File: src/rtl/alarm_controller.sv
// Arm / exit-delay / armed / entry-delay / alarm sequencer for the alarm sensor datapath.
// Optional build macro ALARM_AUTORESET_EN: ALARM returns to ARMED after ALARM_CYCLES.
module alarm_controller #(
    parameter int unsigned EXIT_CYCLES  = 16,
    parameter int unsigned ENTRY_CYCLES = 16,
    parameter int unsigned ALARM_CYCLES = 64,
    parameter int unsigned BLINK_DIV    = 4
) (
    input  logic       clk,
    input  logic       rst_n,
    input  logic       arm,
    input  logic       disarm,
    input  logic       trip,
    input  logic [3:0] zone,
    output logic       siren,
    output logic       chime,
    output logic       armed_led,
    output logic [2:0] state,
    output logic [3:0] zone_latch,
    output logic [3:0] alarm_count
);

    localparam int unsigned CNT_W  = 16;
    localparam int unsigned BDIV_W = 8;
    localparam int unsigned ZONE_W = 4;
    localparam int unsigned ACNT_W = 4;

    localparam logic [2:0] ST_DISARMED = 3'd0;
    localparam logic [2:0] ST_EXIT     = 3'd1;
    localparam logic [2:0] ST_ARMED    = 3'd2;
    localparam logic [2:0] ST_ENTRY    = 3'd3;
    localparam logic [2:0] ST_ALARM    = 3'd4;

`ifdef ALARM_AUTORESET_EN
    localparam bit AUTORESET = 1'b1;
`else
    localparam bit AUTORESET = 1'b0;
`endif

    localparam logic [CNT_W-1:0]  EXIT_LOAD  = CNT_W'(EXIT_CYCLES - 1);
    localparam logic [CNT_W-1:0]  ENTRY_LOAD = CNT_W'(ENTRY_CYCLES - 1);
    localparam logic [CNT_W-1:0]  ALARM_LOAD = CNT_W'(ALARM_CYCLES - 1);
    localparam logic [BDIV_W-1:0] BLINK_LAST = BDIV_W'(BLINK_DIV - 1);
    localparam logic [ACNT_W-1:0] ACNT_MAX   = '1;

    logic              trip_meta;
    logic              trip_s;
    logic [ZONE_W-1:0] zone_meta;
    logic [ZONE_W-1:0] zone_s;

    logic [2:0]        state_n;
    logic [CNT_W-1:0]  cnt_q;
    logic [CNT_W-1:0]  cnt_n;
    logic [BDIV_W-1:0] bdiv_q;
    logic [BDIV_W-1:0] bdiv_n;
    logic              chime_n;
    logic              siren_n;
    logic              armed_n;
    logic [ZONE_W-1:0] zone_latch_n;
    logic [ACNT_W-1:0] alarm_count_n;

    // State, counters, synchronisers and registered outputs
    always_ff @(posedge clk or negedge rst_n) begin
        if (!rst_n) begin
            trip_meta   <= 1'b0;
            trip_s      <= 1'b0;
            zone_meta   <= '0;
            zone_s      <= '0;
            state       <= ST_DISARMED;
            cnt_q       <= '0;
            bdiv_q      <= '0;
            chime       <= 1'b0;
            siren       <= 1'b0;
            armed_led   <= 1'b0;
            zone_latch  <= '0;
            alarm_count <= '0;
        end else begin
            trip_meta   <= trip;
            trip_s      <= trip_meta;
            zone_meta   <= zone;
            zone_s      <= zone_meta;
            state       <= state_n;
            cnt_q       <= cnt_n;
            bdiv_q      <= bdiv_n;
            chime       <= chime_n;
            siren       <= siren_n;
            armed_led   <= armed_n;
            zone_latch  <= zone_latch_n;
            alarm_count <= alarm_count_n;
        end
    end

    // Next-state, shared timer and next-output logic
    always_comb begin
        state_n       = state;
        cnt_n         = cnt_q;
        bdiv_n        = bdiv_q;
        chime_n       = 1'b0;
        zone_latch_n  = zone_latch;
        alarm_count_n = alarm_count;

        if (state == ST_ENTRY || state == ST_ALARM) begin
            zone_latch_n = zone_latch | zone_s;
        end

        if (disarm) begin
            state_n = ST_DISARMED;
        end else begin
            case (state)
                ST_DISARMED: begin
                    if (arm) begin
                        state_n      = ST_EXIT;
                        cnt_n        = EXIT_LOAD;
                        zone_latch_n = '0;
                    end
                end
                ST_EXIT: begin
                    if (cnt_q == '0) state_n = ST_ARMED;
                    else             cnt_n   = cnt_q - CNT_W'(1);
                end
                ST_ARMED: begin
                    if (trip_s) begin
                        state_n      = ST_ENTRY;
                        cnt_n        = ENTRY_LOAD;
                        zone_latch_n = zone_latch | zone_s;
                    end
                end
                ST_ENTRY: begin
                    if (cnt_q == '0) begin
                        state_n = ST_ALARM;
                        cnt_n   = AUTORESET ? ALARM_LOAD : cnt_q;
                        if (alarm_count != ACNT_MAX) begin
                            alarm_count_n = alarm_count + ACNT_W'(1);
                        end
                    end else begin
                        cnt_n = cnt_q - CNT_W'(1);
                    end
                end
                ST_ALARM: begin
`ifdef ALARM_AUTORESET_EN
                    if (cnt_q == '0) state_n = ST_ARMED;
                    else             cnt_n   = cnt_q - CNT_W'(1);
`endif
                end
                default: state_n = ST_DISARMED;
            endcase
        end

        // Chime starts high on entry, then toggles every BLINK_DIV cycles
        if (state_n == ST_ENTRY) begin
            if (state != ST_ENTRY) begin
                chime_n = 1'b1;
                bdiv_n  = '0;
            end else if (bdiv_q == BLINK_LAST) begin
                chime_n = ~chime;
                bdiv_n  = '0;
            end else begin
                chime_n = chime;
                bdiv_n  = bdiv_q + BDIV_W'(1);
            end
        end

        siren_n = (state_n == ST_ALARM);
        armed_n = (state_n == ST_EXIT) || (state_n == ST_ARMED) ||
                  (state_n == ST_ENTRY) || (state_n == ST_ALARM);
    end

endmodule
File: config.mk
export PLATFORM = sky130hd
export DESIGN_NAME = alarm_controller
export DESIGN_NICKNAME = d
export VERILOG_FILES = /design/src/rtl/alarm_controller.sv
export SDC_FILE = /design/constraint.sdc
export NUM_CORES = 1
export LEC_CHECK = 0
export CORE_ASPECT_RATIO = 0.5
export CORE_MARGIN = 2
export CORE_UTILIZATION = 38
export DETAILED_ROUTE_END_ITERATION = 10
export GPL_ROUTABILITY_DRIVEN = 0
export PLACE_DENSITY = 0.67
export SETUP_SLACK_MARGIN = 0.15
export SYNTH_ARGS = -nofsm -noshare
export SYNTH_HDL_FRONTEND = slang
export SYNTH_SLANG_ARGS = --single-unit
File: constraint.sdc
create_clock -name clk -period 6.45 [get_ports clk]
set_clock_uncertainty 0.15 [all_clocks]
set_input_delay 1.935 -clock clk [delete_from_list [all_inputs] [get_ports clk]]
set_output_delay 1.935 -clock clk [all_outputs]
set_load 0.01 [all_outputs]
==> reports/qor.yml, run 1 <==
synthFlopType: "dfrtp_1"
ctsResizeCount: 0
htree_levels: 2
synth_seq_area_share_pct: 52.3
ys_async_sr_fraction_pct: 100
critPathArrivalTime_ns: 4.26
startpoint_type: "primary input"
design_power_total_uw: 738
syn_to_final_growth_pct: 20.9
hold_viol: 0
r2r_start: "cnt_q[0]$_DFFE_PN0P_"
drc: 0
finalSetupTns_ns: 0
drt_wl_total_mm: 4.71
dp_cells: 304
cts_buffers: 5
gr-total-overflow: 0
ys.warnings.count: 0
wl_per_cell_um: 15.1
diodes: 0
final_nets: 250
max_cap_violations: 0
synth_area_mm2: 0.00230
tightest_slew_ns: 1.03
cts.sinks: 48
crit_type: "in -> reg"
p_per_area_mw_per_mm2: 266
finalMaxSlewViolations: 0
chipHeight_um: 59.0
status: "completed"
initial_core_util_pct: 40.6
netlist_instances: 218
nFillCells: 501
cts_tree: "done"
stdcell_area_mm2: 0.00278
cts_max_path_buffers: 2
antenna_found_initial: 0
utilization_pct: 49.0
synth-seq-cells: 48
setup_viol: 0
synth.distinct_cells: 52
post_cts_buffers: 0
ant_nets: 0
place_hpwl_mm: 3.30
cts-root-buf: "clkbuf_16"
leakagePower_uw: 0.00117
grt_use_total_pct: 15.7
hold_path.class: "reg -> reg"
clkTransAtPathRegs_ns: 0.06
syn_area_per_cell_um2: 10.5
drtIter0Drc: 145
end_kind: "flop"
portBuffers: 22
cts_hold_buf: 0
place_area_mm2: 0.00256
fin_cells: 312
grt_max_degree: 49
dieArea_mm2: 0.00672
drive_above_1_share_pct: 8.37
synth_edf_count: 0
max_slew_margin_pct: 31.5
crit_fanout: 10
grt_pass1_wl_mm: 8.30
dr.pass1.iters: 4
max-vdd-ir-drop_v: 0.000165
cp-startpoint: "disarm"
core-area_mm2: 0.00566
io_pins: 23
final_cell_mix: "dfrtp_1, clkdlybuf4s50_1, nor2_1, nand2_1, o31ai_1"
fin_crit_sh_pct: 65.2
cp_data_required_time_ns: 6.50
hp-start: "zone_meta[0]$_DFF_PN0_"
final_common_cell: "dfrtp_1"
num_rows: 19
period_needed_ns: 4.20
clk_latency_ns: 0.28
syn_nets: 230
grt_pass1_vias: 1791
die_w_um: 114
via_count: 1780
rsz0062_at_grt: "no"
max_freq_mhz: 238
routed_via_density: 5.71
[critical path: stages]
cell,delay (ns)
clkdlybuf4s50_1,0.55
or3b_1,0.58
or4_4,0.56
or4_1,0.48
a21oi_1,0.15
[Yosys cell counts (3+ instances only)]
cell type | count | area share, %
dfrtp_1 | 48 | 52
nand2_1 | 15 | 2.5
nor2_1 | 15 | 2.5
o31ai_1 | 14 | 4.6
a21oi_1 | 8 | 1.7
nor3_1 | 8 | 1.7
nand3_1 | 7 | 1.5
o21ai_0 | 7 | 1.5
inv_1 | 6 | 0.98
nor4_1 | 6 | 1.6
or4_1 | 5 | 1.6
a22o_1 | 4 | 1.5
buf_2 | 4 | 0.87
clkbuf_1 | 4 | 0.65
nand4_1 | 4 | 1.1
o311ai_0 | 4 | 1.5
a211oi_1 | 3 | 0.98
a31oi_1 | 3 | 0.82
ha_1 | 3 | 1.6
nand2b_1 | 3 | 0.82
nor2b_1 | 3 | 0.82
or4_4 | 3 | 1.5
xor2_1 | 3 | 1.1
[routing by layer]
metal / global-route usage, % / share of wire [%] / vias up
met1: 21.2 / 48 / 856
met3: 3.40 / 4.5 / 2
met5: 0 / 0 / -
met2: 26.6 / 47 / 46
li1: - / - / 876
met4: 3.14 / 0.57 / 0
[worst paths after layout]
| check | depth (start not counted) | slack, ns | end |
|---|---|---|---|
| hold reg to reg | 0 | 0.20 | zone_s[0]$_DFF_PN0_ |
| min in group asynchronous | 1 | 1.68 | state[0]$_DFF_PN0_ |
| hold / removal | 0 | 0.20 | zone_s[0]$_DFF_PN0_ |
| setup reg to reg | 6 | 3.74 | alarm_count[1]$_DFFE_PN0P_ |
| setup / recovery | 5 | 2.25 | cnt_q[13]$_DFFE_PN0P_ |
| max in group asynchronous | 1 | 3.83 | cnt_q[5]$_DFFE_PN0P_ |
[sequential cells by signal, indices dropped and copies added, names as in the netlist]
signal       cells
cnt_q           16
bdiv_q           8
alarm_count      4
zone_latch       4
zone_meta        4
zone_s           4
state            3
armed_led        1
chime            1
siren            1
trip_meta        1
trip_s           1
[layout make-up]
| class | instances | area [µm²] | share of cell area (%) |
|---|---|---|---|
| repair buffers | 23 | 223 | 8.03 |
| well taps | 73 | 91.3 | 3.29 |
| clock buffers | 5 | 125 | 4.51 |
| inverters | 6 | 22.5 | 0.812 |
| clock inverters | 3 | 90.1 | 3.25 |
| flip-flops and latches | 48 | 1200 | 43.3 |
| multi-input cells | 154 | 1020 | 36.8 |
[per-stage QoR]
step                      hold slack [ns]  worst slack, ns
after CTS                           0.199             2.26
final                               0.198             2.25
after global routing                0.215             2.11
after global placement              0.183             2.01
after floorplan                     0.181             2.57
after detailed placement            0.185             1.98
[cell families (layout without fill, tap and decap cells)]
kind of cell             Yosys count  in the layout  synth area share (%)
XOR/XNOR                           5              5                  1.91
adder cells (fa/ha/maj)            3              3                  1.64
AO/OA/AOI/OAI                     57             57                  18.1
buffers and inverters             16             37                  3.16
flip-flops                        48             48                  52.3
multiplexers                       4              4                  1.85
AND/OR/NAND/NOR                   85             85                  21.0
[power breakdown]
group,leakage [µW],internal (µW),switching (µW)
sequential,0.000617,313,12.1
clock,0.000104,261,109
combinational,0.000445,18.6,25.2
total,0.00117,592,146
Note: power is estimated with default switching activity, not from simulation.
==> run 2, diff against run 1 <==
Clock period 6.45 ns to 4 ns, I/O delays scaled along.
==> run 2 against run 1 <==
Against the previous run:
- count of clock-buffer cells in the layout up 2
- clock power up 37%
- final cell count rose by 0.32%
- die area unchanged
- critical endpoint unchanged
- power is 49% higher
- non-clock buffer count rose by 1
- cell area down 0.90%
- first-iteration DRC count decreased by 26%
- global-route usage increased by 0.37 points
==> reports/qor.yml, run 2 (synthesized netlist as in run 1, its figures left out) <==
grt_max_degree: 49
chipHeight_um: 59.0
status: "completed"
rsz0062_at_grt: "no"
hp-start: "zone_meta[3]$_DFF_PN0_"
portBuffers: 22
max_slew_margin_pct: 29.0
ctsResizeCount: 0
place_ws_ns: 0.372
final_nets: 251
cts-root-buf: "clkbuf_16"
fin_crit_sh_pct: 84.1
period_needed_ns: 3.36
finalSetupTns_ns: 0
cts_tree: "done"
r2r_start: "cnt_q[0]$_DFFE_PN0P_"
dieArea_mm2: 0.00672
startpoint_type: "primary input"
routed_via_density: 5.82
final_cell_mix: "dfrtp_1, clkdlybuf4s50_1, nor2_1, nand2_1, o31ai_1"
drt_wl_total_mm: 4.94
cts_max_path_buffers: 2
cp_data_required_time_ns: 4.05
largest_register: "cnt_q"
tightest_slew_ns: 1.06
nFillCells: 524
cp-startpoint: "disarm"
multi_input_area_mm2: 0.00102
p_per_area_mw_per_mm2: 401
grt_pass1_vias: 1744
largest_register_ffs: 16
end_kind: "flop"
setup_viol: 0
initial_core_util_pct: 40.6
ant_nets: 0
diodes: 0
clkTransAtPathRegs_ns: 0.06
crit_fanout: 10
grt_use_total_pct: 16.0
max-vdd-ir-drop_v: 0.000176
syn_to_final_growth_pct: 19.8
crit_type: "in -> reg"
gr-total-overflow: 0
final_common_cell: "dfrtp_1"
top_regs: "cnt_q x16, bdiv_q x8"
htree_levels: 2
cts_hold_buf: 0
setup_ws_ns: 0.637
critPathArrivalTime_ns: 3.41
core-area_mm2: 0.00566
utilization_pct: 48.6
hold_path.class: "reg -> reg"
clk_latency_ns: 0.29
hold_viol: 0
hold_slack_ns: 0.201
num_rows: 19
grt_pass1_wl_mm: 8.35
place_hpwl_mm: 3.38
dr.pass1.iters: 4
max_freq_mhz: 297
drc: 0
leakagePower_uw: 0.00116
wl_per_cell_um: 15.8
via_count: 1823
cts_buffers: 5
drtIter0Drc: 108
io_pins: 23
final-seq-area_mm2: 0.00120
antenna_found_initial: 0
finalMaxSlewViolations: 0
die_w_um: 114
drive_above_1_share_pct: 8.75
max_cap_violations: 0
cts.sinks: 48
post_cts_buffers: 0
design_power_total_uw: 1100
==> run 2: cell types whose count changed in the layout (fill, tap and decap cells not counted) <==
cell / change
clkbuf_8: +2
buf_4: +1
bufinv_16: -2
==> run 2: critical path: stages <==
cell and delay [ns]:
clkdlybuf4s50_1 0.42, or3b_1 0.52, or4_4 0.56, or4_1 0.49
a21oi_1 0.22
==> run 2: layout make-up <==
| class | instances | share of cell area, % |
|---|---|---|
| Clock buffer | 7 | 5.55 |
| Clock inverter | 1 | 1.09 |
| Inverter | 6 | 0.819 |
| Multi-Input combinational cell | 154 | 37.2 |
| Sequential cell | 48 | 43.7 |
| Tap cell | 73 | 3.32 |
| Timing Repair Buffer | 24 | 8.37 |
==> run 2: path summary, 6_finish.rpt <==
path / to / slack (ns) / cells after the start
worst max register to register: cnt_q[6]$_DFFE_PN0P_ / 1.26 / 6
worst min register to register: zone_s[3]$_DFF_PN0_ / 0.20 / 0
worst min-delay path: zone_s[3]$_DFF_PN0_ / 0.20 / 0
max in group asynchronous: state[2]$_DFF_PN0_ / 2.08 / 1
min in group asynchronous: cnt_q[9]$_DFFE_PN0P_ / 0.95 / 1
worst max-delay path: cnt_q[13]$_DFFE_PN0P_ / 0.64 / 5
==> run 2: metal layers <==
metal,part of all wire [%],routed length [µm],up-vias,global-route usage (%)
met4,1.7,85,0,6.27
met1,47,2340,887,20.9
met5,0,0,-,0
li1,-,-,879,-
met2,46,2290,46,25.3
met3,4.6,227,11,5.36
==> run 2: power breakdown <==
| part | switching [µW] | internal (µW) | total (µW) | leakage [µW] |
|---|---|---|---|---|
| Clock | 178 | 329 | 508 | 0.0000901 |
| Sequential | 19.7 | 504 | 524 | 0.000617 |
| Combinational | 40.1 | 30.7 | 70.8 | 0.000450 |
| Total | 238 | 864 | 1100 | 0.00116 |
==> run 2: per-stage QoR <==
step	cell area (µm²)	instances
global route	2750	313
CTS	2750	313
finish	2750	313
floorplan	2300	218
detailed placement	2570	305
global placement	2570	305
